### config.mk
export PLATFORM = sky130hd
export DESIGN_NAME = jtag_master
export DESIGN_NICKNAME = d
export VERILOG_FILES = /design/src/rtl/jtag_pkg.sv /design/src/rtl/jtag_tap_shadow.sv /design/src/rtl/jtag_master.sv
export SDC_FILE = /design/constraint.sdc
export NUM_CORES = 1
export LEC_CHECK = 0
export ABC_AREA = 1
export CELL_PAD_IN_SITES_DETAIL_PLACEMENT = 0
export CELL_PAD_IN_SITES_GLOBAL_PLACEMENT = 2
export CORE_UTILIZATION = 28
export DETAILED_ROUTE_END_ITERATION = 12
export PLACE_DENSITY_LB_ADDON = 0.1
export SETUP_SLACK_MARGIN = 0.05
export SLEW_MARGIN = 5
export SYNTH_ARGS = -nofsm -noshare
export SYNTH_HDL_FRONTEND = slang
export SYNTH_SLANG_ARGS = --single-unit
### constraint.sdc
create_clock -name tck -period 6.1 [get_ports tck]
set_input_delay 0.915 -clock tck [delete_from_list [all_inputs] [get_ports tck]]
set_output_delay 0.915 -clock tck [all_outputs]
set_load 0.02 [all_outputs]
### src/rtl/jtag_pkg.sv
// Shared JTAG definitions: TAP state encodings, engine opcodes, FSM states
// and the fixed TMS patterns the engine drives (bit 0 is driven first).
package jtag_pkg;

  typedef enum logic [3:0] {
    TAP_EXIT2_DR   = 4'h0,
    TAP_EXIT1_DR   = 4'h1,
    TAP_SHIFT_DR   = 4'h2,
    TAP_PAUSE_DR   = 4'h3,
    TAP_SELECT_IR  = 4'h4,
    TAP_UPDATE_DR  = 4'h5,
    TAP_CAPTURE_DR = 4'h6,
    TAP_SELECT_DR  = 4'h7,
    TAP_EXIT2_IR   = 4'h8,
    TAP_EXIT1_IR   = 4'h9,
    TAP_SHIFT_IR   = 4'hA,
    TAP_PAUSE_IR   = 4'hB,
    TAP_RUN_IDLE   = 4'hC,
    TAP_UPDATE_IR  = 4'hD,
    TAP_CAPTURE_IR = 4'hE,
    TAP_RESET      = 4'hF
  } tap_state_t;

  localparam logic [1:0] OP_RST  = 2'd0;
  localparam logic [1:0] OP_IR   = 2'd1;
  localparam logic [1:0] OP_DR   = 2'd2;
  localparam logic [1:0] OP_IDLE = 2'd3;

  typedef enum logic [2:0] {
    ST_INIT,
    ST_IDLE,
    ST_HDR,
    ST_SHIFT,
    ST_TRL,
    ST_RUN
  } eng_state_t;

  // Five ones force Test-Logic-Reset from anywhere, the trailing zero lands in Run-Test/Idle
  localparam logic [5:0] RST_TMS     = 6'b011111;
  localparam logic [5:0] RST_LAST    = 6'd5;
  // Run-Test/Idle -> Select-DR -> Select-IR -> Capture-IR -> Shift-IR
  localparam logic [5:0] HDR_IR_TMS  = 6'b000011;
  localparam logic [5:0] HDR_IR_LAST = 6'd3;
  // Run-Test/Idle -> Select-DR -> Capture-DR -> Shift-DR
  localparam logic [5:0] HDR_DR_TMS  = 6'b000001;
  localparam logic [5:0] HDR_DR_LAST = 6'd2;
  // Exit1 -> Update -> Run-Test/Idle
  localparam logic [5:0] TRL_TMS     = 6'b000001;
  localparam logic [5:0] TRL_LAST    = 6'd1;

endpackage

### src/rtl/jtag_tap_shadow.sv
// Shadow copy of the IEEE 1149.1 TAP state machine, advanced by the TMS
// value the TAP sees on each rising tck.
module jtag_tap_shadow
  import jtag_pkg::*;
(
  input  logic       tck,
  input  logic       trst,
  input  logic       tms,
  output tap_state_t state
);

  function automatic tap_state_t tap_next(input tap_state_t s, input logic m);
    tap_state_t n;
    case (s)
      TAP_RESET:      n = m ? TAP_RESET      : TAP_RUN_IDLE;
      TAP_RUN_IDLE:   n = m ? TAP_SELECT_DR  : TAP_RUN_IDLE;
      TAP_SELECT_DR:  n = m ? TAP_SELECT_IR  : TAP_CAPTURE_DR;
      TAP_CAPTURE_DR: n = m ? TAP_EXIT1_DR   : TAP_SHIFT_DR;
      TAP_SHIFT_DR:   n = m ? TAP_EXIT1_DR   : TAP_SHIFT_DR;
      TAP_EXIT1_DR:   n = m ? TAP_UPDATE_DR  : TAP_PAUSE_DR;
      TAP_PAUSE_DR:   n = m ? TAP_EXIT2_DR   : TAP_PAUSE_DR;
      TAP_EXIT2_DR:   n = m ? TAP_UPDATE_DR  : TAP_SHIFT_DR;
      TAP_UPDATE_DR:  n = m ? TAP_SELECT_DR  : TAP_RUN_IDLE;
      TAP_SELECT_IR:  n = m ? TAP_RESET      : TAP_CAPTURE_IR;
      TAP_CAPTURE_IR: n = m ? TAP_EXIT1_IR   : TAP_SHIFT_IR;
      TAP_SHIFT_IR:   n = m ? TAP_EXIT1_IR   : TAP_SHIFT_IR;
      TAP_EXIT1_IR:   n = m ? TAP_UPDATE_IR  : TAP_PAUSE_IR;
      TAP_PAUSE_IR:   n = m ? TAP_EXIT2_IR   : TAP_PAUSE_IR;
      TAP_EXIT2_IR:   n = m ? TAP_UPDATE_IR  : TAP_SHIFT_IR;
      TAP_UPDATE_IR:  n = m ? TAP_SELECT_DR  : TAP_RUN_IDLE;
      default:        n = TAP_RESET;
    endcase
    return n;
  endfunction

  // Follow the TAP one transition per tck using the tms it consumes
  always_ff @(posedge tck or negedge trst) begin
    if (!trst) state <= TAP_RESET;
    else       state <= tap_next(state, tms);
  end

endmodule

### src/rtl/jtag_master.sv
// Host-side JTAG scan engine. Runs one command at a time (TAP reset, IR scan,
// DR scan, idle cycles), drives registered tms/tdi, captures tdo and always
// leaves the TAP in Run-Test/Idle.
module jtag_master
  import jtag_pkg::*;
#(
  parameter int IR_LEN = 4,
  parameter int DR_MAX = 32
) (
  input  logic              tck,
  input  logic              trst,
  input  logic              cmd_valid,
  output logic              cmd_ready,
  input  logic [1:0]        cmd_op,
  input  logic [5:0]        cmd_len,
  input  logic [DR_MAX-1:0] cmd_data,
  output logic              rsp_valid,
  output logic [DR_MAX-1:0] rsp_data,
  output logic              busy,
  output logic              tms,
  output logic              tdi,
  input  logic              tdo
);

  localparam logic [5:0]        IR_LEN6 = 6'(IR_LEN);
  localparam logic [5:0]        DR_MAX6 = 6'(DR_MAX);
  localparam logic [DR_MAX-1:0] DR_ONE  = {{(DR_MAX-1){1'b0}}, 1'b1};

  eng_state_t        state, state_d;
  logic [5:0]        cnt, cnt_d;
  logic [5:0]        len_q, len_d;
  logic [1:0]        op_q, op_d;
  logic [DR_MAX-1:0] data_q, data_d;
  logic [DR_MAX-1:0] cap_q;
  logic              active_q, active_d;
  logic              accept;
  logic              complete;
  logic              tms_d, tdi_d;
  logic [5:0]        hdr_last;
  tap_state_t        tap_state;

  assign cmd_ready = (state == ST_IDLE);
  assign busy      = (state != ST_IDLE);
  assign hdr_last  = (op_q == OP_IR) ? HDR_IR_LAST : HDR_DR_LAST;
  assign complete  = (state != ST_IDLE) && (state_d == ST_IDLE) && active_q;

  // Sequence the command phases, then derive the pair for the upcoming cycle
  // from the next state so tms/tdi stay aligned with the state they belong to
  always_comb begin
    state_d  = state;
    cnt_d    = cnt;
    len_d    = len_q;
    op_d     = op_q;
    data_d   = data_q;
    active_d = active_q;
    accept   = 1'b0;
    tms_d    = 1'b0;
    tdi_d    = 1'b0;

    case (state)
      ST_INIT: begin
        if (cnt == RST_LAST) begin
          state_d = ST_IDLE;
          cnt_d   = 6'd0;
        end else begin
          cnt_d = cnt + 6'd1;
        end
      end
      ST_IDLE: begin
        active_d = 1'b0;
        if (cmd_valid) begin
          accept   = 1'b1;
          active_d = 1'b1;
          op_d     = cmd_op;
          data_d   = cmd_data;
          cnt_d    = 6'd0;
          case (cmd_op)
            OP_RST: begin
              state_d = ST_INIT;
              len_d   = 6'd0;
            end
            OP_IR: begin
              state_d = ST_HDR;
              len_d   = IR_LEN6;
            end
            OP_DR: begin
              state_d = ST_HDR;
              if (cmd_len == 6'd0)         len_d = 6'd1;
              else if (cmd_len > DR_MAX6)  len_d = DR_MAX6;
              else                         len_d = cmd_len;
            end
            default: begin
              state_d = ST_RUN;
              len_d   = (cmd_len == 6'd0) ? 6'd1 : cmd_len;
            end
          endcase
        end
      end
      ST_HDR: begin
        if (cnt == hdr_last) begin
          state_d = ST_SHIFT;
          cnt_d   = 6'd0;
        end else begin
          cnt_d = cnt + 6'd1;
        end
      end
      ST_SHIFT: begin
        if (cnt == len_q - 6'd1) begin
          state_d = ST_TRL;
          cnt_d   = 6'd0;
        end else begin
          cnt_d = cnt + 6'd1;
        end
      end
      ST_TRL: begin
        if (cnt == TRL_LAST) begin
          state_d = ST_IDLE;
          cnt_d   = 6'd0;
        end else begin
          cnt_d = cnt + 6'd1;
        end
      end
      ST_RUN: begin
        if (cnt == len_q - 6'd1) begin
          state_d = ST_IDLE;
          cnt_d   = 6'd0;
        end else begin
          cnt_d = cnt + 6'd1;
        end
      end
      default: begin
        state_d = ST_INIT;
        cnt_d   = 6'd0;
      end
    endcase

    case (state_d)
      ST_INIT:  tms_d = |(RST_TMS & (6'd1 << cnt_d));
      ST_HDR:   tms_d = |(((op_d == OP_IR) ? HDR_IR_TMS : HDR_DR_TMS) & (6'd1 << cnt_d));
      ST_SHIFT: begin
        tms_d = (cnt_d == len_d - 6'd1);
        tdi_d = |(data_d & (DR_ONE << cnt_d));
      end
      ST_TRL:   tms_d = |(TRL_TMS & (6'd1 << cnt_d));
      default: begin
        tms_d = 1'b0;
        tdi_d = 1'b0;
      end
    endcase
  end

  // Engine state, latched command and the registered tms/tdi pair
  always_ff @(posedge tck or negedge trst) begin
    if (!trst) begin
      state    <= ST_INIT;
      cnt      <= 6'd0;
      len_q    <= 6'd0;
      op_q     <= OP_RST;
      data_q   <= '0;
      active_q <= 1'b0;
      tms      <= 1'b1;
      tdi      <= 1'b0;
    end else begin
      state    <= state_d;
      cnt      <= cnt_d;
      len_q    <= len_d;
      op_q     <= op_d;
      data_q   <= data_d;
      active_q <= active_d;
      tms      <= tms_d;
      tdi      <= tdi_d;
    end
  end

  // Sample tdo on the edge where the TAP shifts bit cnt, storing it at bit cnt
  always_ff @(posedge tck or negedge trst) begin
    if (!trst)                  cap_q <= '0;
    else if (accept)            cap_q <= '0;
    else if (state == ST_SHIFT) cap_q <= cap_q | ({DR_MAX{tdo}} & (DR_ONE << cnt));
  end

  // Publish the result as the engine returns to IDLE after a real command
  always_ff @(posedge tck or negedge trst) begin
    if (!trst) begin
      rsp_valid <= 1'b0;
      rsp_data  <= '0;
    end else begin
      rsp_valid <= complete;
      if (complete) rsp_data <= ((op_q == OP_IR) || (op_q == OP_DR)) ? cap_q : '0;
    end
  end

  jtag_tap_shadow u_shadow (
    .tck   (tck),
    .trst  (trst),
    .tms   (tms),
    .state (tap_state)
  );

  // The shadow TAP has to be parked in Run-Test/Idle whenever the engine is idle
  a_idle_in_rti: assert property (@(posedge tck) disable iff (!trst)
    (state == ST_IDLE) |-> (tap_state == TAP_RUN_IDLE));

endmodule

==> reports/metrics.cfg <==
[worst_setup_path]
critical-path-top-delay-family = buffers and inverters
rr_endpoint = rsp_data[0]$_DFFE_PN0P_
r2r_cells = 12
r2r_slack_ns = 2.79
cp_num_buf_inv = 5
criticalPathCategory = in -> reg
crit_required_ns = 6.43
cp_max_fo = 65
timing.rr.start = state[0]$_DFF_PN0_
cp_slowest_cell = buf_4
cp_cell_sequence = clkdlybuf4s50_1, inv_1, nor2_8, inv_2, nor2_1, nor3_4, inv_2, nor4_4, buf_4, nand3_1, o21ai_0
cp_common_cell = inv_2
arrival_ns = 4.12
cpPeakStageDelay_ns = 0.75
end_kind = flop
start_kind = primary input

[sta]
clock.fmax_mhz = 263.8
finalHoldViolations = 0
slew_violations = 0
slew_headroom_pct = 30.95
setup_tns_ns = 0
finalCritPeriodShare_pct = 62.14
clock_skew_ns = 0.007597
holdWs_ns = 0.4679
setup_viol = 0
tightestPinTransition_ns = 1.032
fin_crit_ns = 3.790
rsz0062_at_grt = no

[hold_path]
hp-class = reg -> reg
hold_start = data_q[23]$_DFF_PN0_
whs_endpoint = data_q[23]$_DFF_PN0_
hold_depth = 2

[layout]
multi_input_area_sq_um = 2814
final_cells = 1125
regArea_sq_um = 2929
area_delta_synth_final_pct = 25.73
nets = 888
drive_gt1_share_pct = 14.91
fillers = 2298
diodes = 0
final_area_sq_um = 7974

[floorplan]
die_area_sq_um = 23260
die_y_um = 152.5
die_width_um = 152.5
start_util_pct = 28.79
num_rows = 54
core_sq_um = 22030
io_pins = 81

[route]
num_vias = 5137
postRouteAntennaNets = 0
detail_route.iter0.violations = 228
wl_per_cell_um = 15.39
drc_errors = 2
wirelength_mm = 17.32
avgViaCountPerCell = 4.566
drt_first_pass_iters = 11

[yosys]
syn_nets = 817
syn_area_sq_um = 6342
synth.distinct_cells = 40
ys_seq_area_share_pct = 46.18
ys_ff_latch = 117
netlist_instances = 761
yosysWarnings = 0
syn_area_per_cell_sq_um = 8.334

[power_and_ir_drop]
pwr-share-clk_pct = 24.5
p_comb_share_pct = 47.4
power_frac_seq_pct = 28.0
switchingPower_w = 0.001931
swShare_pct = 43.80
p_leak_nw = 3.685
p_int_w = 0.002478
p_per_area_nw_per_um2 = 553.0
peakVddDrop_uv = 236.1

[cts]
clk_latency_ns = 0.42
cts.sinks = 117
numCtsBuffers = 17
post-cts-setup-buffer-count = 0
cts_htree_levels = 4
cts.clk_slew.worst_paths_ns = 0.06
clk_path_buf_depth = 2
cts_tree = done
root_buffer = clkbuf_16
ctsHoldBuffers = 0
post_cts_resized = 0

[global_routing]
antenna_found_initial = 0
grt_pass1_vias = 5163
grt_pass1_wl_mm = 28.35
grt.overflow.total = 0
grtUsageTotal_pct = 15.70
grt_max_degree = 67

[placement]
routabilityCongestion = 0.8005
dp.cells = 1093
placed_area_sq_um = 7342
port_buffers = 80
dp_hpwl_mm = 12.45

[status]
status = finished, violations left
violations = DRC

[run]
cap_violations = 0

## power groups by stage
stage               combinational (W)  clock (W)  sequential, W
floorplan                     0.00142          0        0.00131
global placement              0.00212          0        0.00125
detailed placement            0.00212          0        0.00126
CTS                           0.00213    0.00110        0.00124
global route                  0.00234    0.00114        0.00128
finish                        0.00209    0.00108        0.00124
## how the worst max path moves through the flow
stage / startpoint / endpoint / cells past startpoint
after floorplan: cmd_op[0] / tms$_DFF_PN1_ / 16
after global placement: cmd_valid / rsp_data[3]$_DFFE_PN0P_ / 11
after detailed placement: cmd_valid / rsp_data[0]$_DFFE_PN0P_ / 11
after CTS: cmd_valid / rsp_data[0]$_DFFE_PN0P_ / 11
after global routing: cmd_valid / rsp_data[4]$_DFFE_PN0P_ / 11
final: cmd_valid / rsp_data[0]$_DFFE_PN0P_ / 11
## per-stage QoR
step | setup slack [ns] | total power [W] | util, %
finish | 2.310 | 0.004409 | 36.20
global route | 1.971 | 0.004755 | 36.20
CTS | 2.226 | 0.004483 | 36.20
detailed placement | 1.806 | 0.003380 | 33.33
global placement | 1.913 | 0.003371 | 33.33
floorplan | 3.448 | 0.002726 | -
## tightest hold or removal path, cell delays in order, from the launching register on
cell,delay [ns]
dfrtp_1,0.32
nand2_1,0.05
nand2_1,0.06
## synthesized netlist by cell type, drive strengths merged
cell    number  area [sq um]
nand3b       1         7.510
nand3       84         570.6
clkbuf       9         35.03
nor3         8         51.30
ha          12         150.1
dfrtp      116          2903
dfstp        1         26.28
o21a         2         15.01
a31oi        3         18.77
xor2         8         70.07
o31ai        2         15.01
or2          1         6.260
nor4         2         18.77
xnor2        4         35.03
o22ai        1         6.260
nor2        73         340.3
inv        112         420.4
a21oi       35         175.2
o211ai       2         15.01
nand4       33         266.5
nand2      178         675.7
buf         23         157.6
o21ai       50         355.4
a22oi        1         7.510
## final cells by class
class | count | area share (%)
clock buffers | 20 | 5.727
clock inverters | 12 | 2.197
inverters | 112 | 5.272
multi-input cells | 500 | 35.29
flip-flops and latches | 117 | 36.73
well taps | 280 | 4.394
repair buffers | 84 | 10.39
## cell usage in the layout, fill, tap and decap left out, drive strengths merged, types with 2 or more instances in the layout
cell type / instances
a21oi: 35
a31oi: 3
buf: 5
bufinv: 4
clkbuf: 20
clkdlybuf4s50: 79
clkinv: 3
clkinvlp: 3
dfrtp: 116
ha: 12
inv: 114
nand2: 178
nand3: 84
nand4: 33
nor2: 73
nor3: 8
nor4: 2
o211ai: 2
o21a: 2
o21ai: 50
o31ai: 2
xnor2: 4
xor2: 8
## layer usage
layer,vias up,wire length [um],share of wire [%],track usage [%]
met2,117,8425,49,26.09
li1,2595,-,-,-
met3,19,608,3.5,2.759
met1,2406,8018,46,20.57
met5,-,0,0,0
met4,0,267,1.5,5.387
## flip-flops by register name, indices dropped and copies added, names as in the netlist
signal     count
len_q          6
cap_q         32
active_q       1
data_q        32
state          3
tdi            1
op_q           2
rsp_data      32
rsp_valid      1
tms            1
cnt            6
## kinds of logic (layout without fill, tap and decap cells)
kind of cell             Yosys count  count (layout)  synth area share (%)
AO/OA/AOI/OAI                     96              96                 9.588
XOR/XNOR                          12              12                 1.657
adder cells (fa/ha/maj)           12              12                 2.367
buffers and inverters            144             228                 9.666
flip-flops                       117             117                 46.18
AND/OR/NAND/NOR                  380             380                 30.54
No activity file was read; power rests on OpenSTA's default activity.
